$ cat src/rtl/phase_wrap_multi_axis.sv
// Multi-channel phase accumulator with programmable 2*pi wrap and AXI-Stream handshake on both sides.
// Optional wrap-event counters and flags are built when PHASE_WRAP_WRAPCNT_EN is defined.
module phase_wrap_multi_axis #(
  parameter int NCH    = 2,
  parameter int LANE_W = 16,
  parameter int R      = 14,
  parameter int ACC_W  = R + 2,
  parameter int WCNT_W = 16
) (
  input  logic                    clk,
  input  logic                    rst,
  input  logic [NCH*LANE_W-1:0]   S_AXIS_DATA_tdata,
  input  logic                    S_AXIS_DATA_tvalid,
  output logic                    S_AXIS_DATA_tready,
  output logic [NCH*LANE_W-1:0]   M_AXIS_WRAPPED_tdata,
  output logic                    M_AXIS_WRAPPED_tvalid,
  input  logic                    M_AXIS_WRAPPED_tready,
  input  logic [ACC_W-2:0]        cfg_s2pi,
  input  logic [ACC_W-2:0]        cfg_pad,
  input  logic [2*NCH-1:0]        cfg_mode,
  input  logic                    wrap_clr,
  output logic [NCH*WCNT_W-1:0]   wrap_count,
  output logic [NCH-1:0]          wrap_flag
);

  localparam logic signed [ACC_W:0]   ACC_MAX = {2'b00, {(ACC_W-1){1'b1}}};
  localparam logic signed [ACC_W:0]   ACC_MIN = {2'b11, {(ACC_W-1){1'b0}}};
  localparam logic signed [ACC_W-1:0] OUT_MAX = {{(ACC_W-R+1){1'b0}}, {(R-1){1'b1}}};
  localparam logic signed [ACC_W-1:0] OUT_MIN = {{(ACC_W-R+1){1'b1}}, {(R-1){1'b0}}};

  function automatic logic signed [ACC_W-1:0] sat_acc(input logic signed [ACC_W:0] v);
    if (v > ACC_MAX)      sat_acc = ACC_MAX[ACC_W-1:0];
    else if (v < ACC_MIN) sat_acc = ACC_MIN[ACC_W-1:0];
    else                  sat_acc = v[ACC_W-1:0];
  endfunction

  function automatic logic signed [R-1:0] sat_out(input logic signed [ACC_W-1:0] v);
    if (v > OUT_MAX)      sat_out = OUT_MAX[R-1:0];
    else if (v < OUT_MIN) sat_out = OUT_MIN[R-1:0];
    else                  sat_out = v[R-1:0];
  endfunction

  logic                    accept;
  logic                    m_vld_q, m_vld_d;
  logic signed [ACC_W-1:0] acc_q [NCH];
  logic signed [ACC_W-1:0] acc_d [NCH];
  logic signed [R-1:0]     lane_r [NCH];
  logic signed [ACC_W:0]   inc [NCH];
  logic signed [ACC_W:0]   sum [NCH];
  logic signed [R-1:0]     out_r [NCH];
  logic signed [LANE_W-1:0] out_ext [NCH];
  logic signed [ACC_W:0]   pad_x, s2pi_x;
  logic [NCH-1:0]          wrap_evt;
  logic [NCH*LANE_W-1:0]   tdata_c;

  assign S_AXIS_DATA_tready    = !rst && (!m_vld_q || M_AXIS_WRAPPED_tready);
  assign accept                = S_AXIS_DATA_tvalid && S_AXIS_DATA_tready;
  assign M_AXIS_WRAPPED_tvalid = m_vld_q;
  assign M_AXIS_WRAPPED_tdata  = tdata_c;
  assign pad_x                 = {2'b00, cfg_pad};
  assign s2pi_x                = {2'b00, cfg_s2pi};

  always_comb begin
    m_vld_d = m_vld_q;
    if (accept)                     m_vld_d = 1'b1;
    else if (M_AXIS_WRAPPED_tready) m_vld_d = 1'b0;
  end

  always_comb begin
    wrap_evt = '0;
    tdata_c  = '0;
    for (int i = 0; i < NCH; i++) begin
      lane_r[i] = S_AXIS_DATA_tdata[i*LANE_W +: R];
      inc[i]    = lane_r[i];
      sum[i]    = {acc_q[i][ACC_W-1], acc_q[i]} + inc[i];
      acc_d[i]  = acc_q[i];
      if (accept) begin
        unique case (cfg_mode[2*i +: 2])
          2'b00: begin
            // Sums exactly at +/-pad stay in place; only strict excursions wrap.
            if (sum[i] > pad_x) begin
              acc_d[i]    = sat_acc(sum[i] - s2pi_x);
              wrap_evt[i] = 1'b1;
            end else if (sum[i] < -pad_x) begin
              acc_d[i]    = sat_acc(sum[i] + s2pi_x);
              wrap_evt[i] = 1'b1;
            end else begin
              acc_d[i]    = sat_acc(sum[i]);
            end
          end
          2'b01:   acc_d[i] = lane_r[i];
          default: acc_d[i] = acc_q[i];
        endcase
      end
      out_r[i]   = sat_out(acc_q[i]);
      out_ext[i] = out_r[i];
      tdata_c[i*LANE_W +: LANE_W] = out_ext[i];
    end
  end

  // Output beat register: accumulators double as the held output data.
  always_ff @(posedge clk) begin
    if (rst) begin
      m_vld_q <= 1'b0;
      for (int i = 0; i < NCH; i++) acc_q[i] <= '0;
    end else begin
      m_vld_q <= m_vld_d;
      for (int i = 0; i < NCH; i++) acc_q[i] <= acc_d[i];
    end
  end

  logic unused_in;
  assign unused_in = ^S_AXIS_DATA_tdata;

`ifdef PHASE_WRAP_WRAPCNT_EN
  logic [WCNT_W-1:0] wcnt_q [NCH];
  logic [WCNT_W-1:0] wcnt_d [NCH];
  logic [NCH-1:0]    wflag_q, wflag_d;

  always_comb begin
    wflag_d    = wrap_evt;
    wrap_count = '0;
    for (int i = 0; i < NCH; i++) begin
      wcnt_d[i] = wcnt_q[i];
      if (wrap_clr)                          wcnt_d[i] = '0;
      else if (wrap_evt[i] && ~&wcnt_q[i])   wcnt_d[i] = wcnt_q[i] + 1'b1;
      wrap_count[i*WCNT_W +: WCNT_W] = wcnt_q[i];
    end
  end

  // Wrap event stage: flag and count update on the same edge as the wrapping beat.
  always_ff @(posedge clk) begin
    if (rst) begin
      wflag_q <= '0;
      for (int i = 0; i < NCH; i++) wcnt_q[i] <= '0;
    end else begin
      wflag_q <= wflag_d;
      for (int i = 0; i < NCH; i++) wcnt_q[i] <= wcnt_d[i];
    end
  end

  assign wrap_flag = wflag_q;
`else
  logic unused_wrap;
  assign unused_wrap = ^{wrap_clr, wrap_evt};
  assign wrap_count  = '0;
  assign wrap_flag   = '0;
`endif

endmodule

$ cat config.mk
export PLATFORM = sky130hd
export DESIGN_NAME = phase_wrap_multi_axis
export DESIGN_NICKNAME = d
export VERILOG_FILES = /design/src/rtl/phase_wrap_multi_axis.sv
export SDC_FILE = /design/constraint.sdc
export NUM_CORES = 1
export LEC_CHECK = 0
export ABC_AREA = 1
export CORE_MARGIN = 2
export CORE_UTILIZATION = 46
export CTS_CLUSTER_DIAMETER = 60
export DETAILED_ROUTE_END_ITERATION = 10
export GPL_TIMING_DRIVEN = 1
export MAX_ROUTING_LAYER = met4
export PLACE_DENSITY = 0.7
export SYNTH_ARGS = -nofsm -noshare
export SYNTH_HDL_FRONTEND = slang
export SYNTH_SLANG_ARGS = --single-unit
$ cat constraint.sdc
create_clock -name clk -period 7.05 [get_ports clk]
set_input_delay 1.41 -clock clk [delete_from_list [all_inputs] [get_ports clk]]
set_output_delay 1.41 -clock clk [all_outputs]
set_load 0.01 [all_outputs]
# --- Word level (Yosys, flattened, before mapping) ---
# Memory sizes are Yosys's and may differ from the RTL's.
# Index checks and enable logic that the tools add are counted.
op_classes:
  addsub: 7
  order_cmp: 20
  eq_ne: 2
  mux: 31
  n_bitwise: 2
  reduce_logical: 8
ops:
  columns: ["operator", "n"]
  rows:
  - ["two-way mux 16 bit", 20]
  - ["> comparator 17 x 16 -> 1 bit, second input constant", 6]
  - ["less-than comparator 17 x 16 -> 1 bit, second input constant", 6]
  - ["one-hot mux 16 bit (2 select lines)", 2]
  - ["two-way mux 14 bit", 4]
  - ["adder 16 x 14 -> 17 bit", 2]
  - ["adder 17 x 16 -> 17 bit", 2]
  - ["> comparator 17 x 16 -> 1 bit", 2]
  - ["less-than comparator 17 bit", 2]
  - ["subtractor 17 x 16 -> 17 bit", 2]
  - ["> comparator 16 x 14 -> 1 bit, second input constant", 2]
  - ["less-than comparator 16 x 14 -> 1 bit, second input constant", 2]
  - ["negator 15 -> 17 bit", 1]
  - ["two-way mux 1 bit", 5]
  - ["equality test 2 x 1 -> 1 bit, second input constant", 2]
  - ["zero test 2 bit", 2]
  - ["logical AND 1 bit", 2]
  - ["zero test 1 bit", 2]
  - ["OR 1 bit", 2]
  - ["nonzero test 2 bit", 1]
  - ["logical OR 1 bit", 1]
word_totals:
  register_bits: 1
  ramBits: 32
  in_bits: 71
  out_inout_bits: 68
  wordCells: 72
  memories: 1
mem_list:
  columns: ["name", "words", "width", "rd", "rd_ports_with_merged_regs", "wr", "line_no", "text"]
  rows:
  - ["acc_q", 2, 16, 2, 0, 2, "45", "logic signed [ACC_W-1:0] acc_q [NCH];"]

# --- Depth between registers and ports, before layout ---
# Gate-level depths: netlist of run 1.
# An unclocked memory read counts as a cell.
depth:
  word_depth: 11
  mapped_depth: 31
  mapped_depth_nobuf: 30

# --- Worst setup path before layout of run 1 ---
# Ideal clock, no wire load.
synth_timing:
  path_kind: "in2reg"
  start: "in S_AXIS_DATA_tdata[0]"
  end: "mem acc_q[0][11] in the netlist's numbering"
  setup_time_ns: 0.132
  t_arrival_ns: 4.486
  t_required_ns: 6.918
  path_slack_ns: 2.432
  cell_stages: 29
  n_path_buf: 1
  cell_sequence: "ha_1 inv_1 fa_1 inv_1 nand2_1 nand2_1 nand2_1 o21bai_1 nand2_1 o211ai_1 xor2_1 ha_1 nand2_1 inv_1 o21ai_0 nand2_1 nor2_1 nand3_1 nand2_1 nand2_1 inv_1 nand2_1 inv_2 buf_2 nand2_1 nand2_1 nand3_1 nand2_1 a21oi_1"
synth_lines:
  columns: ["item", "line_no", "text"]
  rows:
  - ["start: declaration", "12", "input logic [NCH*LANE_W-1:0] S_AXIS_DATA_tdata,"]
  - ["end: declaration", "45", null]

==> results of run 1 <==
cell families after synthesis:
group / synth area share (%)
fa+ha+maj: 21.2
buf+inv: 14.3
flops: 6.81
other cells: 0.0387
compound gates: 17.8
xor+xnor: 6.96
simple gates: 32.9
synthesized netlist by cell type (4+ instances only):
| master | instances |
|---|---|
| a21boi_0 | 4 |
| inv_2 | 10 |
| ha_1 | 155 |
| o21bai_1 | 11 |
| nand2_2 | 15 |
| clkbuf_1 | 17 |
| nand4_1 | 19 |
| a31oi_1 | 5 |
| fa_1 | 6 |
| nor2_1 | 96 |
| a21o_1 | 7 |
| xor2_1 | 65 |
| a21oi_2 | 5 |
| o21ai_1 | 4 |
| a21oi_1 | 216 |
| o211ai_1 | 7 |
| buf_4 | 40 |
| buf_2 | 10 |
| o21ai_0 | 60 |
| nor3_1 | 16 |
| xnor2_1 | 12 |
| nand2_1 | 491 |
| inv_1 | 240 |
| dfxtp_1 | 33 |
| nand3_1 | 98 |
metal layers:
layer,up-vias,GRT usage (%)
met5,-,-
met4,0,8.43
met3,58,2.42
met2,323,46.7
met1,4756,35.9
li1,5533,-
power by group through the flow:
stage / clock network [mW] / logic (mW) / registers (mW)
2_1_floorplan: 0 / 1.13 / 0.209
3_3_place_gp: 0 / 1.52 / 0.211
3_5_place_dp: 0 / 1.54 / 0.212
4_1_cts: 0.226 / 1.55 / 0.208
5_1_grt: 0.233 / 1.75 / 0.210
6_report: 0.223 / 1.57 / 0.208
final timing paths:
| path | endpoint | start | cells past startpoint | slack [ns] |
|---|---|---|---|---|
| worst max register to register | acc_q[0][2] | acc_q[0][0] | 28 | 2.36 |
| worst min-delay path | acc_q[0][26] | acc_q[0][26] | 2 | 0.48 |
| worst max-delay path | acc_q[0][2] | S_AXIS_DATA_tdata[0] | 29 | 1.12 |
| worst min register to register | acc_q[0][26] | acc_q[0][26] | 2 | 0.48 |
per-stage QoR:
| step | instances | hold slack (ns) |
|---|---|---|
| 3_5_place_dp | 2025 | 0.476 |
| 2_1_floorplan | 1707 | 0.462 |
| 5_1_grt | 2033 | 0.511 |
| 3_3_place_gp | 2025 | 0.476 |
| 4_1_cts | 2033 | 0.485 |
| 6_report | 2033 | 0.484 |
tightest hold or removal path, stage by stage, from the launching register on:
cell,delay [ns]
dfxtp_1,0.32
nand2_1,0.06
a21oi_1,0.05
sequential cells by signal (all words and copies together), names as in the netlist:
signal and count:
acc_q 32, M_AXIS_WRAPPED_tvalid 1
cell type report:
class                           count  share of cell area, %
Clock inverter                      2                 0.0914
Inverter                          250                   8.57
Tap cell                          275                   3.14
Timing Repair Buffer              113                   10.0
Sequential cell                    33                   6.03
Clock buffer                        6                   1.18
Multi-Input combinational cell   1354                   71.0
==> reports/metrics.csv, run 1 <==
metric,value,unit
outcome,"complete, no violations",
p_leak,5.95,nW
worstSetupStartpointType,input port,
synth.distinct_cells,42,
grt_pass1_vias,9650,
fin_crit,5.93,ns
avgSynthCellArea,5.79,sq um
grt_overflow,0,
ctsResizeCount,0,
die_area,22300,sq um
cts_setup_buffers,0,
multi_input_area,7770,sq um
dr.max_layer_used,met4,
netlist_top_cells_area,"ha_1, nand2_1, a21oi_1",
core-area,20800,sq um
cp_num_buf_inv,6,
power,2.00,mW
ios,139,
grt_max_degree,26,
worst_pin_slew,1.02,ns
nets,1989,
p_per_area,182,nW/um^2
maxCapViolations,0,
syn_to_final_growth,12.9,%
postLayoutSetupSlackWorst,1.12,ns
cts_buffer_depth,2,
hold_class,reg2reg,
critical_path.max_fanout,15,
synth_warnings,0,
grt_usage,27.9,%
wire_per_inst,15.1,um
root_buffer,clkbuf_16,
place_area,10800,sq um
final-setup-viol-count,0,
wl_met3,1680,um
synth_top_area_cell,ha_1,
firstDrtPassIters,5,
routed_wl,30700,um
io_buffers,99,
num_rows,53,
slew_violations,0,
post-route-period-util,84.2,%
grt_pass1_wl,48200,um
required,7.19,ns
peakVddDrop,102,uV
cp_slowest_stage_delay,0.61,ns
worstSetupEndpointType,register,
wl_met2,14400,um
final_cell_mix,"nand2_1, inv_1, a21oi_1",
fillCellCount,2211,
drc,0,
vias_per_cell,5.25,
ys_seq_elements,33,
skew,0.00334,ns
rsz0062_at_grt,no,
cts_hold_buf,0,
fmax,169,MHz
diodes,0,
clockPowerShare,11.2,%
start_util,46.6,%
slowest_stage,xor2_1,
dp_worst_setup_slack,0.941,ns
seqPwrFrac,10.4,%
finalHoldViolations,0,
drive_gt1_share,3.81,%
p_comb_share,78.4,%
cts_made_buffers,5,
cts_tree,built,
cts.sinks,33,
critPathArrivalTime,6.07,ns
switching_power,1.11,mW
final_common_cell,nand2_1,
wl_met1,13700,um
fin_tns_setup,0,ns
seqCellArea,661,sq um
clkSlewWorstSetupHoldPaths,0.06,ns
relSlewSlack,32.2,%
antenna_found_initial,0,
synth_edf_count,0,
p_sw_share,55.6,%
place_hpwl,26500,um
die_x,149,um
postRouteAntennaNets,0,
gp_congestion,1.01,
syn_inst,1674,
synth.cell_area,9700,sq um
vias,10700,
critical-path-top-delay-family,simple AND/OR/NAND/NOR gates,
p_int,888,uW
synth_top_area_share,20.0,%
seq_area_frac_synth,6.81,%
utilization,52.6,%
worstSetupPathType,in2reg,
htree_levels,2,
postLayoutCellArea,11000,sq um
cpMostUsedCell,nand2_1,
drtIter0Drc,694,
async_flop_share,0,%
die_h,149,um
clkLatencyLatePin,0.29,ns
synthFlopType,dfxtp_1,
Power figures use the tool's default switching activity.
==> inputs of run 2 (changes only) <==
==> constraint.sdc (replaced) <==
create_clock -name clk -period 5.7 [get_ports clk]
set_input_delay 1.14 -clock clk [delete_from_list [all_inputs] [get_ports clk]]
set_output_delay 1.14 -clock clk [all_outputs]
set_load 0.01 [all_outputs]
==> reports/metrics.csv, run 2 (synthesis gave the netlist of run 1 again) <==
metric,value,unit
outcome,"complete, no violations",
grt_pass1_vias,9950,
nets,2016,
fin_tns_setup,0,ns
core-area,20800,sq um
relSlewSlack,33.4,%
power,2.61,mW
final-setup-viol-count,0,
rsz0062_at_grt,no,
p_leak,6.11,nW
wire_per_inst,15.0,um
ios,139,
utilization,53.8,%
slew_violations,0,
cts_buffer_depth,2,
cts.sinks,33,
vias_per_cell,5.18,
num_rows,53,
largest_register_ffs,32,
hold_depth,2,
worstSetupPathType,in2reg,
drtIter0Drc,684,
antenna_found_initial,0,
drc,0,
critPathArrivalTime,5.44,ns
die_h,149,um
clkLatencyLatePin,0.29,ns
fillCellCount,2180,
place_inst,2052,
diodes,0,
worst_pin_slew,0.999,ns
place_hpwl,26700,um
postRouteAntennaNets,0,
final_cell_mix,"nand2_1, inv_1, a21oi_1",
required,5.92,ns
regMostFlops,acc_q,
critical_path.max_fanout,15,
root_buffer,clkbuf_16,
start_util,46.6,%
worstSetupStartpointType,input port,
hold_class,reg2reg,
p_per_area,233,nW/um^2
cp_slowest_stage_delay,0.51,ns
final_common_cell,nand2_1,
htree_levels,2,
cts_tree,built,
die_area,22300,sq um
post-route-period-util,91.5,%
io_buffers,99,
skew,0.00444,ns
multi_input_area,7780,sq um
slowest_stage,clkdlybuf4s50_1,
grt_max_degree,26,
clkSlewWorstSetupHoldPaths,0.06,ns
maxCapViolations,0,
fin_crit,5.21,ns
firstDrtPassIters,5,
seqCellArea,661,sq um
dp_worst_setup_slack,0.264,ns
fmax,192,MHz
peakVddDrop,141,uV
stdcell_count,2060,
cpMostUsedCell,nand2_1,
syn_to_final_growth,15.6,%
postLayoutSetupSlackWorst,0.487,ns
cts_made_buffers,5,
reg2reg_depth,29,
drive_gt1_share,5.38,%
grt_pass1_wl,49300,um
worstSetupEndpointType,register,
gp_congestion,0.990,
grt_overflow,0,
finalHoldViolations,0,
routed_wl,30900,um
die_x,149,um
vias,10700,
grt_usage,28.4,%
run 2: cell count changes in the layout (fill, tap and decap cells not counted), sizes merged:
cell    previous run  this run
buf               14        41
clkbuf             6         5
clkinv             2         1
bufinv             0         2
run 2: power by group:
group | total, mW | switching [mW] | internal (mW) | leakage (nW)
combinational | 2.00 | 1.26 | 0.738 | 5.75
clock | 0.358 | 0.109 | 0.250 | 0.0938
sequential | 0.257 | 0.0121 | 0.245 | 0.269
run 2: per-layer routing:
metal  vias to the layer above  part of all wire [%]  GRT usage, %
li1                       5579                     -             -
met1                      4767                    45          35.8
met2                       292                    47          48.5
met3                        42                   4.8          2.84
met4                         0                   2.4          7.76
met5                         -                     0             -
run 2: worst paths after layout:
path                        start           end  slack, ns
max          S_AXIS_DATA_tdata[0]   acc_q[0][3]       0.49
min                  acc_q[0][22]  acc_q[0][22]       0.49
max reg2reg           acc_q[0][0]   acc_q[0][3]       1.48
min reg2reg          acc_q[0][22]  acc_q[0][22]       0.49
run 2: cell type report:
class | instances | area share [%]
sequential | 33 | 5.89
clock inverter | 3 | 0.580
timing repair buffer | 140 | 11.6
tap | 275 | 3.07
inverter | 250 | 8.37
multi-input combinational | 1354 | 69.4
clock buffer | 5 | 1.12
run 2: metrics by stage:
step           cell area [sq um]  hold WS (ns)
3_5_place_dp               11000         0.478
6_report                   11200         0.487
3_3_place_gp               11000         0.476
4_1_cts                    11200         0.486
2_1_floorplan               9820         0.462
5_1_grt                    11200         0.510
run 2: what timing repair did:
item	in CTS	in global routing
endpoints found under the setup margin	0	2
hold buffers	0	0
setup buffers	0	0
gates resized for setup	0	1
run 2: worst max-delay path, delay by kind of cell:
kind                     cells  cell delay, ns
XOR/XNOR                     1            0.49
AND/OR/NAND/NOR             21            1.95
buffers and inverters        3            0.63
AO/OA/AOI/OAI                2            0.28
adder cells (fa/ha/maj)      3            0.94
